[config.mk]
export PLATFORM = sky130hd
export DESIGN_NAME = fu_arbiter
export DESIGN_NICKNAME = d
export VERILOG_FILES = /design/src/rtl/fu_arbiter.sv
export SDC_FILE = /design/constraint.sdc
export NUM_CORES = 1
export LEC_CHECK = 0
export ABC_AREA = 1
export ABC_CLOCK_PERIOD_IN_PS = 1900
export CAP_MARGIN = 0
export CORE_UTILIZATION = 48
export CTS_CLUSTER_DIAMETER = 100
export CTS_CLUSTER_SIZE = 8
export DETAILED_ROUTE_END_ITERATION = 7
export PLACE_DENSITY = 0.78
export SYNTH_ARGS = -nofsm -noshare
export SYNTH_HDL_FRONTEND = slang
export SYNTH_SLANG_ARGS = --single-unit
[constraint.sdc]
create_clock -name clk -period 1.9 [get_ports clk]
set_input_delay 0.19 -clock clk [delete_from_list [all_inputs] [get_ports clk]]
set_output_delay 0.19 -clock clk [all_outputs]
set_load 0.01 [all_outputs]
[src/rtl/fu_arbiter.sv]
// rtl/fu_arbiter.sv - two-requester round-robin arbiter sharing an external 3-input function unit
// Also runs an 8-entry truth-table sweep of the unit on request.
module fu_arbiter (
  input  logic       clk,
  input  logic       reset,
  input  logic       req0,
  input  logic [2:0] op0,
  output logic       gnt0,
  output logic       rsp0_valid,
  output logic       rsp0_data,
  input  logic       req1,
  input  logic [2:0] op1,
  output logic       gnt1,
  output logic       rsp1_valid,
  output logic       rsp1_data,
  input  logic       sweep_start,
  output logic       sweep_busy,
  output logic       sweep_done,
  output logic [7:0] truth_table,
  output logic       fu_a1,
  output logic       fu_a2,
  output logic       fu_a3,
  input  logic       fu_y
);

  typedef enum logic [1:0] {IDLE, ISSUE, SWEEP} state_t;

  state_t     r_state;
  logic       r_rr;
  logic       r_id;
  logic [2:0] r_idx;
  logic       r_drv;
  logic       r_last;
  logic [2:0] r_fu;
  logic       r_gnt0, r_gnt1;
  logic       r_rsp0_valid, r_rsp1_valid;
  logic       r_rsp0_data, r_rsp1_data;
  logic       r_busy, r_done;
  logic [7:0] r_tt;

  logic       w_any;
  logic       w_pick;
  logic [2:0] w_op;

  assign w_any  = req0 | req1;
  assign w_pick = (req0 & req1) ? r_rr : req1;
  assign w_op   = w_pick ? op1 : op0;

  always_ff @(posedge clk or posedge reset) begin
    if (reset) begin
      r_state      <= IDLE;
      r_rr         <= 1'b0;
      r_id         <= 1'b0;
      r_idx        <= 3'd0;
      r_drv        <= 1'b0;
      r_last       <= 1'b0;
      r_fu         <= 3'd0;
      r_gnt0       <= 1'b0;
      r_gnt1       <= 1'b0;
      r_rsp0_valid <= 1'b0;
      r_rsp1_valid <= 1'b0;
      r_rsp0_data  <= 1'b0;
      r_rsp1_data  <= 1'b0;
      r_busy       <= 1'b0;
      r_done       <= 1'b0;
      r_tt         <= 8'd0;
    end else begin
      r_gnt0       <= 1'b0;
      r_gnt1       <= 1'b0;
      r_rsp0_valid <= 1'b0;
      r_rsp1_valid <= 1'b0;
      r_done       <= 1'b0;
      case (r_state)
        IDLE: begin
          if (sweep_start) begin
            r_state <= SWEEP;
            r_busy  <= 1'b1;
            r_idx   <= 3'd0;
            r_drv   <= 1'b0;
            r_last  <= 1'b0;
          end else if (w_any) begin
            r_gnt0  <= ~w_pick;
            r_gnt1  <= w_pick;
            r_fu    <= w_op;
            r_id    <= w_pick;
            r_rr    <= ~w_pick;
            r_state <= ISSUE;
          end
        end
        ISSUE: begin
          if (r_id) begin
            r_rsp1_valid <= 1'b1;
            r_rsp1_data  <= fu_y;
          end else begin
            r_rsp0_valid <= 1'b1;
            r_rsp0_data  <= fu_y;
          end
          r_state <= IDLE;
        end
        SWEEP: begin
          // fu_y seen now is the response to the index driven one cycle earlier
          if (!r_last) begin
            r_fu  <= r_idx;
            r_drv <= 1'b1;
            if (r_drv) r_tt[r_idx - 3'd1] <= fu_y;
            if (r_idx == 3'd7) r_last <= 1'b1;
            else               r_idx  <= r_idx + 3'd1;
          end else begin
            r_tt[7] <= fu_y;
            r_done  <= 1'b1;
            r_busy  <= 1'b0;
            r_last  <= 1'b0;
            r_drv   <= 1'b0;
            r_state <= IDLE;
          end
        end
        default: r_state <= IDLE;
      endcase
    end
  end

  assign gnt0        = r_gnt0;
  assign gnt1        = r_gnt1;
  assign rsp0_valid  = r_rsp0_valid;
  assign rsp1_valid  = r_rsp1_valid;
  assign rsp0_data   = r_rsp0_data;
  assign rsp1_data   = r_rsp1_data;
  assign sweep_busy  = r_busy;
  assign sweep_done  = r_done;
  assign truth_table = r_tt;
  assign fu_a1       = r_fu[2];
  assign fu_a2       = r_fu[1];
  assign fu_a3       = r_fu[0];

endmodule
==> run_summary.xml, run 1 <==
<?xml version="1.0" encoding="UTF-8"?>
<metrics>
  <group name="die">
    <metric name="core_area" unit="mm^2">0.00254</metric>
    <metric name="die_x" unit="um">54.5</metric>
    <metric name="initial_utilization" unit="">0.519</metric>
    <metric name="die-area" unit="mm^2">0.00297</metric>
    <metric name="die_span_y" unit="um">54.5</metric>
    <metric name="floorplan.rows" unit="">18</metric>
    <metric name="floorplan.io_pins" unit="">31</metric>
  </group>
  <group name="finish">
    <metric name="antenna_cells_inserted" unit="">0</metric>
    <metric name="drive_gt1_frac" unit="">0.0816</metric>
    <metric name="post_layout_nonfiller_instances" unit="">226</metric>
    <metric name="nFillCells" unit="">218</metric>
    <metric name="area.growth.synth_to_final" unit="%">28.9</metric>
    <metric name="fin_util" unit="">0.669</metric>
    <metric name="final_net_count" unit="">212</metric>
    <metric name="multi_input_comb_area" unit="um^2">538</metric>
    <metric name="regArea" unit="um^2">701</metric>
  </group>
  <group name="pwr">
    <metric name="irDropWorstVdd" unit="uV">1020</metric>
    <metric name="power_density" unit="mW/mm^2">1530</metric>
    <metric name="power.leakage" unit="nW">0.883</metric>
    <metric name="p_total" unit="mW">2.60</metric>
  </group>
  <group name="setup_path">
    <metric name="ff2ff_path_depth" unit="">7</metric>
    <metric name="reg2reg_setup_slack" unit="ns">0.32</metric>
    <metric name="worst-endpoint-required" unit="ns">2.14</metric>
    <metric name="crit_path_start_kind" unit="">flop</metric>
    <metric name="worst-setup-path-type" unit="">reg -&gt; reg</metric>
    <metric name="worstReg2RegEnd" unit="">truth_table[1]</metric>
    <metric name="r2r_path_start" unit="">r_idx[0]</metric>
    <metric name="crit_path_max_fanout" unit="">6</metric>
    <metric name="setup.worst_path.end_class" unit="">flop</metric>
    <metric name="timing.critical_path.arrival" unit="ns">1.82</metric>
  </group>
  <group name="clocking">
    <metric name="post-cts-setup-buffers" unit="">0</metric>
    <metric name="root_buffer" unit="">sky130_fd_sc_hd__clkbuf_4</metric>
    <metric name="clock_path_buffers" unit="">2</metric>
    <metric name="tritoncts_buffer_count" unit="">3</metric>
    <metric name="cts.sink_count" unit="">28</metric>
    <metric name="clock_insertion_delay_worst_skew" unit="ns">0.32</metric>
    <metric name="cts_tree" unit="">done</metric>
    <metric name="cts.clk_slew.worst_paths" unit="ns">0.15</metric>
    <metric name="postCtsHoldBufs" unit="">0</metric>
    <metric name="ctsResizeCount" unit="">0</metric>
    <metric name="h-tree-depth" unit="">1</metric>
  </group>
  <group name="timing">
    <metric name="finalClockSkew" unit="ns">0.00566</metric>
    <metric name="timing.max_slew.rel_slack" unit="">0.771</metric>
    <metric name="timing.final.hold_violations" unit="">0</metric>
    <metric name="worst-slew-pin-transition" unit="ns">0.344</metric>
    <metric name="slew_viol_final" unit="">0</metric>
    <metric name="grt_setup_unrepaired" unit="">false</metric>
    <metric name="min_period_over_period" unit="">0.833</metric>
    <metric name="setup-tns-final" unit="ns">0</metric>
    <metric name="setup_viol" unit="">0</metric>
    <metric name="fmaxAchievable" unit="MHz">632</metric>
    <metric name="min_period" unit="ns">1.58</metric>
  </group>
  <group name="global_route">
    <metric name="global_route_wire_length_before_repair" unit="mm">4.60</metric>
    <metric name="globalRoute.totalOverflow" unit="">0</metric>
    <metric name="via_count_of_the_first_global_routing_pass" unit="">1130</metric>
    <metric name="grt_use_total" unit="">0.218</metric>
    <metric name="initial_antenna_violation_count" unit="">0</metric>
    <metric name="grt_max_degree" unit="">29</metric>
  </group>
  <group name="detailed_routing">
    <metric name="route.detailed.wl_per_inst" unit="um">12.0</metric>
    <metric name="antenna_left" unit="">0</metric>
    <metric name="vias" unit="">1163</metric>
    <metric name="route.detailed.vias_per_inst" unit="">5.15</metric>
    <metric name="drt_first_iter_violations" unit="">46</metric>
    <metric name="routed_wirelength" unit="mm">2.70</metric>
    <metric name="drt-pass1-iter-count" unit="">4</metric>
    <metric name="drc" unit="">0</metric>
  </group>
  <group name="logic_synthesis">
    <metric name="syn_avg_cell_area" unit="um^2">8.21</metric>
    <metric name="postSynthNetCount" unit="">176</metric>
    <metric name="synth_cell_types" unit="">17</metric>
    <metric name="flip_flop_and_latch_count_after_synthesis" unit="">28</metric>
    <metric name="synthesis.instances" unit="">161</metric>
    <metric name="seq_area_frac_synth" unit="">0.530</metric>
    <metric name="ys_warn_count" unit="">0</metric>
    <metric name="mappedNetlistArea" unit="mm^2">0.00132</metric>
  </group>
  <group name="run_status">
    <metric name="run_status" unit="">complete, no violations</metric>
  </group>
  <group name="placed_design">
    <metric name="numPortBuffers" unit="">30</metric>
    <metric name="hpwl" unit="mm">2.08</metric>
    <metric name="dp.cells" unit="">222</metric>
    <metric name="gp_congestion" unit="">0.888</metric>
  </group>
  <group name="flow_run">
    <metric name="timing.max_cap.violations" unit="">0</metric>
  </group>
  <group name="min_path">
    <metric name="hp-class" unit="">in -&gt; async</metric>
  </group>
</metrics>
==> power by group <==
group	internal, mW	switching [mW]
clock	0.117	0.169
combinational	0.574	0.771
sequential	0.821	0.151
==> final cells by class <==
| class | count | area share |
|---|---|---|
| tap | 30 | 0.0220 |
| sequential | 28 | 0.411 |
| multi-input combinational | 111 | 0.316 |
| clock buffer | 4 | 0.0213 |
| timing repair buffer | 31 | 0.181 |
| inverter | 22 | 0.0485 |
==> registers in the layout (all words and copies together) (netlist names) <==
name / cells
r_id: 1
r_drv: 1
gnt1: 1
rsp0_data: 1
gnt0: 1
r_state: 2
rsp1_valid: 1
truth_table: 8
sweep_done: 1
r_idx: 3
r_fu: 3
r_last: 1
sweep_busy: 1
rsp0_valid: 1
rsp1_data: 1
r_rr: 1
==> synth_stat cells, drive strengths merged <==
master | count | area, um^2
a21boi | 1 | 7.51
nand3b | 1 | 7.51
a21oi | 1 | 5.00
ha | 3 | 37.5
o21bai | 1 | 7.51
nand2 | 57 | 224
nand4 | 5 | 31.3
dfrtp | 28 | 701
nor2 | 13 | 72.6
nand3 | 19 | 95.1
inv | 22 | 82.6
o21ai | 10 | 50.1
==> how the worst max path moves through the flow <==
stage                         from        endpoint  slack, ns  cells past startpoint
after floorplan           r_idx[0]  truth_table[1]       0.53                      7
after global placement    r_idx[0]  truth_table[5]       0.44                      7
after detailed placement  r_idx[0]  truth_table[5]       0.37                      9
after CTS                 r_idx[0]  truth_table[1]       0.34                      7
after global routing      r_idx[0]  truth_table[4]       0.13                      9
final                     r_idx[0]  truth_table[1]       0.32                      7
==> stage by stage <==
step	cell area, um^2	hold WS, ns	setup WS, ns
6_report	1700	0.212	0.318
5_1_grt	1700	0.282	0.133
4_1_cts	1700	0.219	0.340
3_5_place_dp	1670	0.459	0.367
3_3_place_gp	1670	0.454	0.442
2_1_floorplan	1320	0.255	0.529
==> cell usage in the layout, fill, tap and decap left out, types with 2 or more instances in the layout <==
| cell | n |
|---|---|
| sky130_fd_sc_hd__dfrtp_1 | 28 |
| sky130_fd_sc_hd__clkbuf_4 | 3 |
| sky130_fd_sc_hd__inv_2 | 5 |
| sky130_fd_sc_hd__nand2_1 | 53 |
| sky130_fd_sc_hd__nor2_1 | 11 |
| sky130_fd_sc_hd__clkdlybuf4s50_1 | 30 |
| sky130_fd_sc_hd__nand2_2 | 4 |
| sky130_fd_sc_hd__o21ai_0 | 8 |
| sky130_fd_sc_hd__ha_1 | 3 |
| sky130_fd_sc_hd__o21ai_1 | 2 |
| sky130_fd_sc_hd__nand3_1 | 19 |
| sky130_fd_sc_hd__inv_1 | 17 |
| sky130_fd_sc_hd__nand4_1 | 5 |
==> per-layer routing <==
| metal | track usage | part of all wire | wire (um) |
|---|---|---|---|
| met1 | 0.275 | 0.46 | 1260 |
| met2 | 0.362 | 0.47 | 1280 |
| met3 | 0.0250 | 0.038 | 103 |
| met4 | 0.115 | 0.024 | 65 |
| met5 | 0 | 0 | 0 |
==> worst max-delay path, cell delays in order (launching register included) <==
cell and delay, ns:
sky130_fd_sc_hd__dfrtp_1 0.45, sky130_fd_sc_hd__inv_1 0.14, sky130_fd_sc_hd__ha_1 0.37, sky130_fd_sc_hd__inv_1 0.09
sky130_fd_sc_hd__nor2_1 0.24, sky130_fd_sc_hd__nand3_1 0.11, sky130_fd_sc_hd__nand2_1 0.08, sky130_fd_sc_hd__inv_1 0.03
==> cells by family (layout without fill, tap and decap cells) <==
| logic type | Yosys count | in the layout | share of synthesized area |
|---|---|---|---|
| and+or+nand+nor | 95 | 95 | 0.326 |
| DFF | 28 | 28 | 0.530 |
| buffers and inverters | 22 | 57 | 0.0625 |
| AOI/OAI and AO/OA | 13 | 13 | 0.0530 |
| adders and majority gates | 3 | 3 | 0.0284 |
Power figures use the tool's default switching activity.
==> inputs of run 2 (changes only) <==
Settings changed: ABC_CLOCK_PERIOD_IN_PS 1900 to 1500.
Clock period 1.9 ns to 1.5 ns, I/O delays scaled along.
==> run 2 against run 1 <==
Against the previous run:
- count of clock-buffer cells in the layout shrank 1
- register-to-register slack got worse by 0.23 ns
- via count fell by 0.43%
- largest cell class unchanged
==> run_summary.xml, run 2 (synthesis results as in run 1) <==
<?xml version="1.0" encoding="UTF-8"?>
<metrics>
  <group name="clocking">
    <metric name="clock_insertion_delay_worst_skew" unit="ns">0.33</metric>
    <metric name="cts.sink_count" unit="">28</metric>
    <metric name="post-cts-setup-buffers" unit="">0</metric>
    <metric name="tritoncts_buffer_count" unit="">3</metric>
    <metric name="h-tree-depth" unit="">1</metric>
    <metric name="cts_tree" unit="">done</metric>
    <metric name="postCtsHoldBufs" unit="">0</metric>
    <metric name="clock_path_buffers" unit="">2</metric>
    <metric name="root_buffer" unit="">sky130_fd_sc_hd__clkbuf_4</metric>
    <metric name="cts.clk_slew.worst_paths" unit="ns">0.15</metric>
  </group>
  <group name="setup_path">
    <metric name="cp_top_family" unit="">buffers and inverters</metric>
    <metric name="setup.worst_path.end_class" unit="">output pin</metric>
    <metric name="crit_slowest_cell" unit="">sky130_fd_sc_hd__clkdlybuf4s50_1</metric>
    <metric name="critical_path_buf_inv_count" unit="">1</metric>
    <metric name="timing.critical_path.arrival" unit="ns">1.27</metric>
    <metric name="crit_chain" unit="">clkdlybuf4s50_1</metric>
    <metric name="crit_path_max_fanout" unit="">2</metric>
    <metric name="crit_path_start_kind" unit="">flop</metric>
    <metric name="critical_path.max_stage_delay" unit="ns">0.54</metric>
    <metric name="worst-setup-path-type" unit="">reg -&gt; out</metric>
    <metric name="worst-endpoint-required" unit="ns">1.35</metric>
  </group>
  <group name="placed_design">
    <metric name="gp_congestion" unit="">0.811</metric>
    <metric name="numPortBuffers" unit="">30</metric>
    <metric name="dp_slack" unit="ns">0.0138</metric>
    <metric name="hpwl" unit="mm">2.11</metric>
  </group>
  <group name="global_route">
    <metric name="globalRoute.totalOverflow" unit="">0</metric>
    <metric name="initial_antenna_violation_count" unit="">0</metric>
    <metric name="via_count_of_the_first_global_routing_pass" unit="">1059</metric>
    <metric name="grt_use_total" unit="">0.216</metric>
    <metric name="grt_max_degree" unit="">29</metric>
    <metric name="global_route_wire_length_before_repair" unit="mm">4.53</metric>
  </group>
  <group name="run_status">
    <metric name="run_status" unit="">complete, no violations</metric>
  </group>
  <group name="timing">
    <metric name="worst-slew-pin-transition" unit="ns">0.341</metric>
    <metric name="min_period" unit="ns">1.42</metric>
    <metric name="min_period_over_period" unit="">0.945</metric>
    <metric name="fmaxAchievable" unit="MHz">705</metric>
    <metric name="finalClockSkew" unit="ns">0.00625</metric>
    <metric name="timing.max_slew.rel_slack" unit="">0.773</metric>
    <metric name="slew_viol_final" unit="">0</metric>
    <metric name="timing.final.hold_violations" unit="">0</metric>
    <metric name="finalWorstSetupSlack" unit="ns">0.0824</metric>
    <metric name="setup_viol" unit="">0</metric>
  </group>
  <group name="die">
    <metric name="initial_utilization" unit="">0.519</metric>
    <metric name="die_x" unit="um">54.5</metric>
    <metric name="die-area" unit="mm^2">0.00297</metric>
    <metric name="floorplan.io_pins" unit="">31</metric>
    <metric name="die_span_y" unit="um">54.5</metric>
    <metric name="floorplan.rows" unit="">18</metric>
    <metric name="core_area" unit="mm^2">0.00254</metric>
  </group>
  <group name="min_path">
    <metric name="hp-class" unit="">in -&gt; async</metric>
  </group>
  <group name="finish">
    <metric name="drive_gt1_frac" unit="">0.141</metric>
    <metric name="antenna_cells_inserted" unit="">0</metric>
    <metric name="layout_common_cells" unit="">sky130_fd_sc_hd__nand2_1 (52), sky130_fd_sc_hd__clkdlybuf4s50_1 (30), sky130_fd_sc_hd__dfrtp_1 (27)</metric>
    <metric name="largest_register_ffs" unit="">8</metric>
    <metric name="final_net_count" unit="">215</metric>
    <metric name="fin_util" unit="">0.702</metric>
    <metric name="most_common_library_cell_in_the_layout_ignoring_fill_and_taps" unit="">sky130_fd_sc_hd__nand2_1</metric>
    <metric name="area.growth.synth_to_final" unit="%">35.2</metric>
  </group>
  <group name="flow_run">
    <metric name="timing.max_cap.violations" unit="">0</metric>
  </group>
  <group name="detailed_routing">
    <metric name="vias" unit="">1158</metric>
    <metric name="antenna_left" unit="">0</metric>
    <metric name="routed_wirelength" unit="mm">2.85</metric>
    <metric name="route.detailed.vias_per_inst" unit="">5.06</metric>
    <metric name="drt_first_iter_violations" unit="">24</metric>
    <metric name="drc" unit="">0</metric>
    <metric name="route.detailed.wl_per_inst" unit="um">12.4</metric>
    <metric name="drt-pass1-iter-count" unit="">4</metric>
  </group>
  <group name="pwr">
    <metric name="power.leakage" unit="nW">0.905</metric>
    <metric name="p_total" unit="mW">3.65</metric>
    <metric name="power_density" unit="mW/mm^2">2040</metric>
    <metric name="irDropWorstVdd" unit="uV">1420</metric>
  </group>
</metrics>
-- run 2: cell types whose count changed in the layout (fill, tap and decap cells not counted), sizes merged --
cell / change
bufinv: +1
clkbuf: -1
buf: +3
-- run 2: area by class of cell --
type	instances	area [um^2]
multi-input combinational	111	582
timing repair buffer	34	330
fill	214	758
clock inverter	1	30.0
clock buffer	3	22.5
tap	30	37.5
inverter	22	82.6
sequential	28	702
-- run 2: worst min-delay path: stages --
cell and delay [ns]:
sky130_fd_sc_hd__clkdlybuf4s50_1 0.40, sky130_fd_sc_hd__inv_1 0.05, sky130_fd_sc_hd__buf_4 0.32
-- run 2: worst paths after layout --
path	startpoint	endpoint	slack, ns	cells past startpoint
max	r_fu[1]	fu_a2	0.08	1
min	reset	r_rr	0.16	3
max reg2reg	r_state[0]	truth_table[2]	0.09	8
min reg2reg	truth_table[6]	truth_table[6]	0.49	2
max in group asynchronous	reset	r_idx[0]	1.06	3
min in group clk	op0[0]	r_fu[0]	0.47	5
-- run 2: stage by stage --
| step | hold slack, ns | instance area [um^2] | cells | TNS (ns) |
|---|---|---|---|---|
| 6_report | 0.156 | 1790 | 229 | 0 |
| 5_1_grt | 0.229 | 1790 | 229 | -0.0493 |
| 4_1_cts | 0.181 | 1750 | 229 | 0 |
| 3_5_place_dp | 0.459 | 1690 | 225 | 0 |
| 3_3_place_gp | 0.453 | 1690 | 225 | 0 |
| 2_1_floorplan | 0.215 | 1320 | 161 | 0 |
-- run 2: metal layers --
| layer | global-route usage | share of wire |
|---|---|---|
| met5 | 0 | 0 |
| met4 | 0.0641 | 0.012 |
| met3 | 0.0250 | 0.029 |
| met2 | 0.372 | 0.51 |
| met1 | 0.282 | 0.45 |
-- run 2: where the power goes --
part	switching [mW]	internal, mW
Combinational	1.08	0.828
Sequential	0.201	1.04
Clock	0.223	0.270
-- run 2: timing repair --
item	in CTS	in global routing
resized for setup	2	11
endpoints found under the setup margin	2	11
endpoints found under the hold margin	0	0
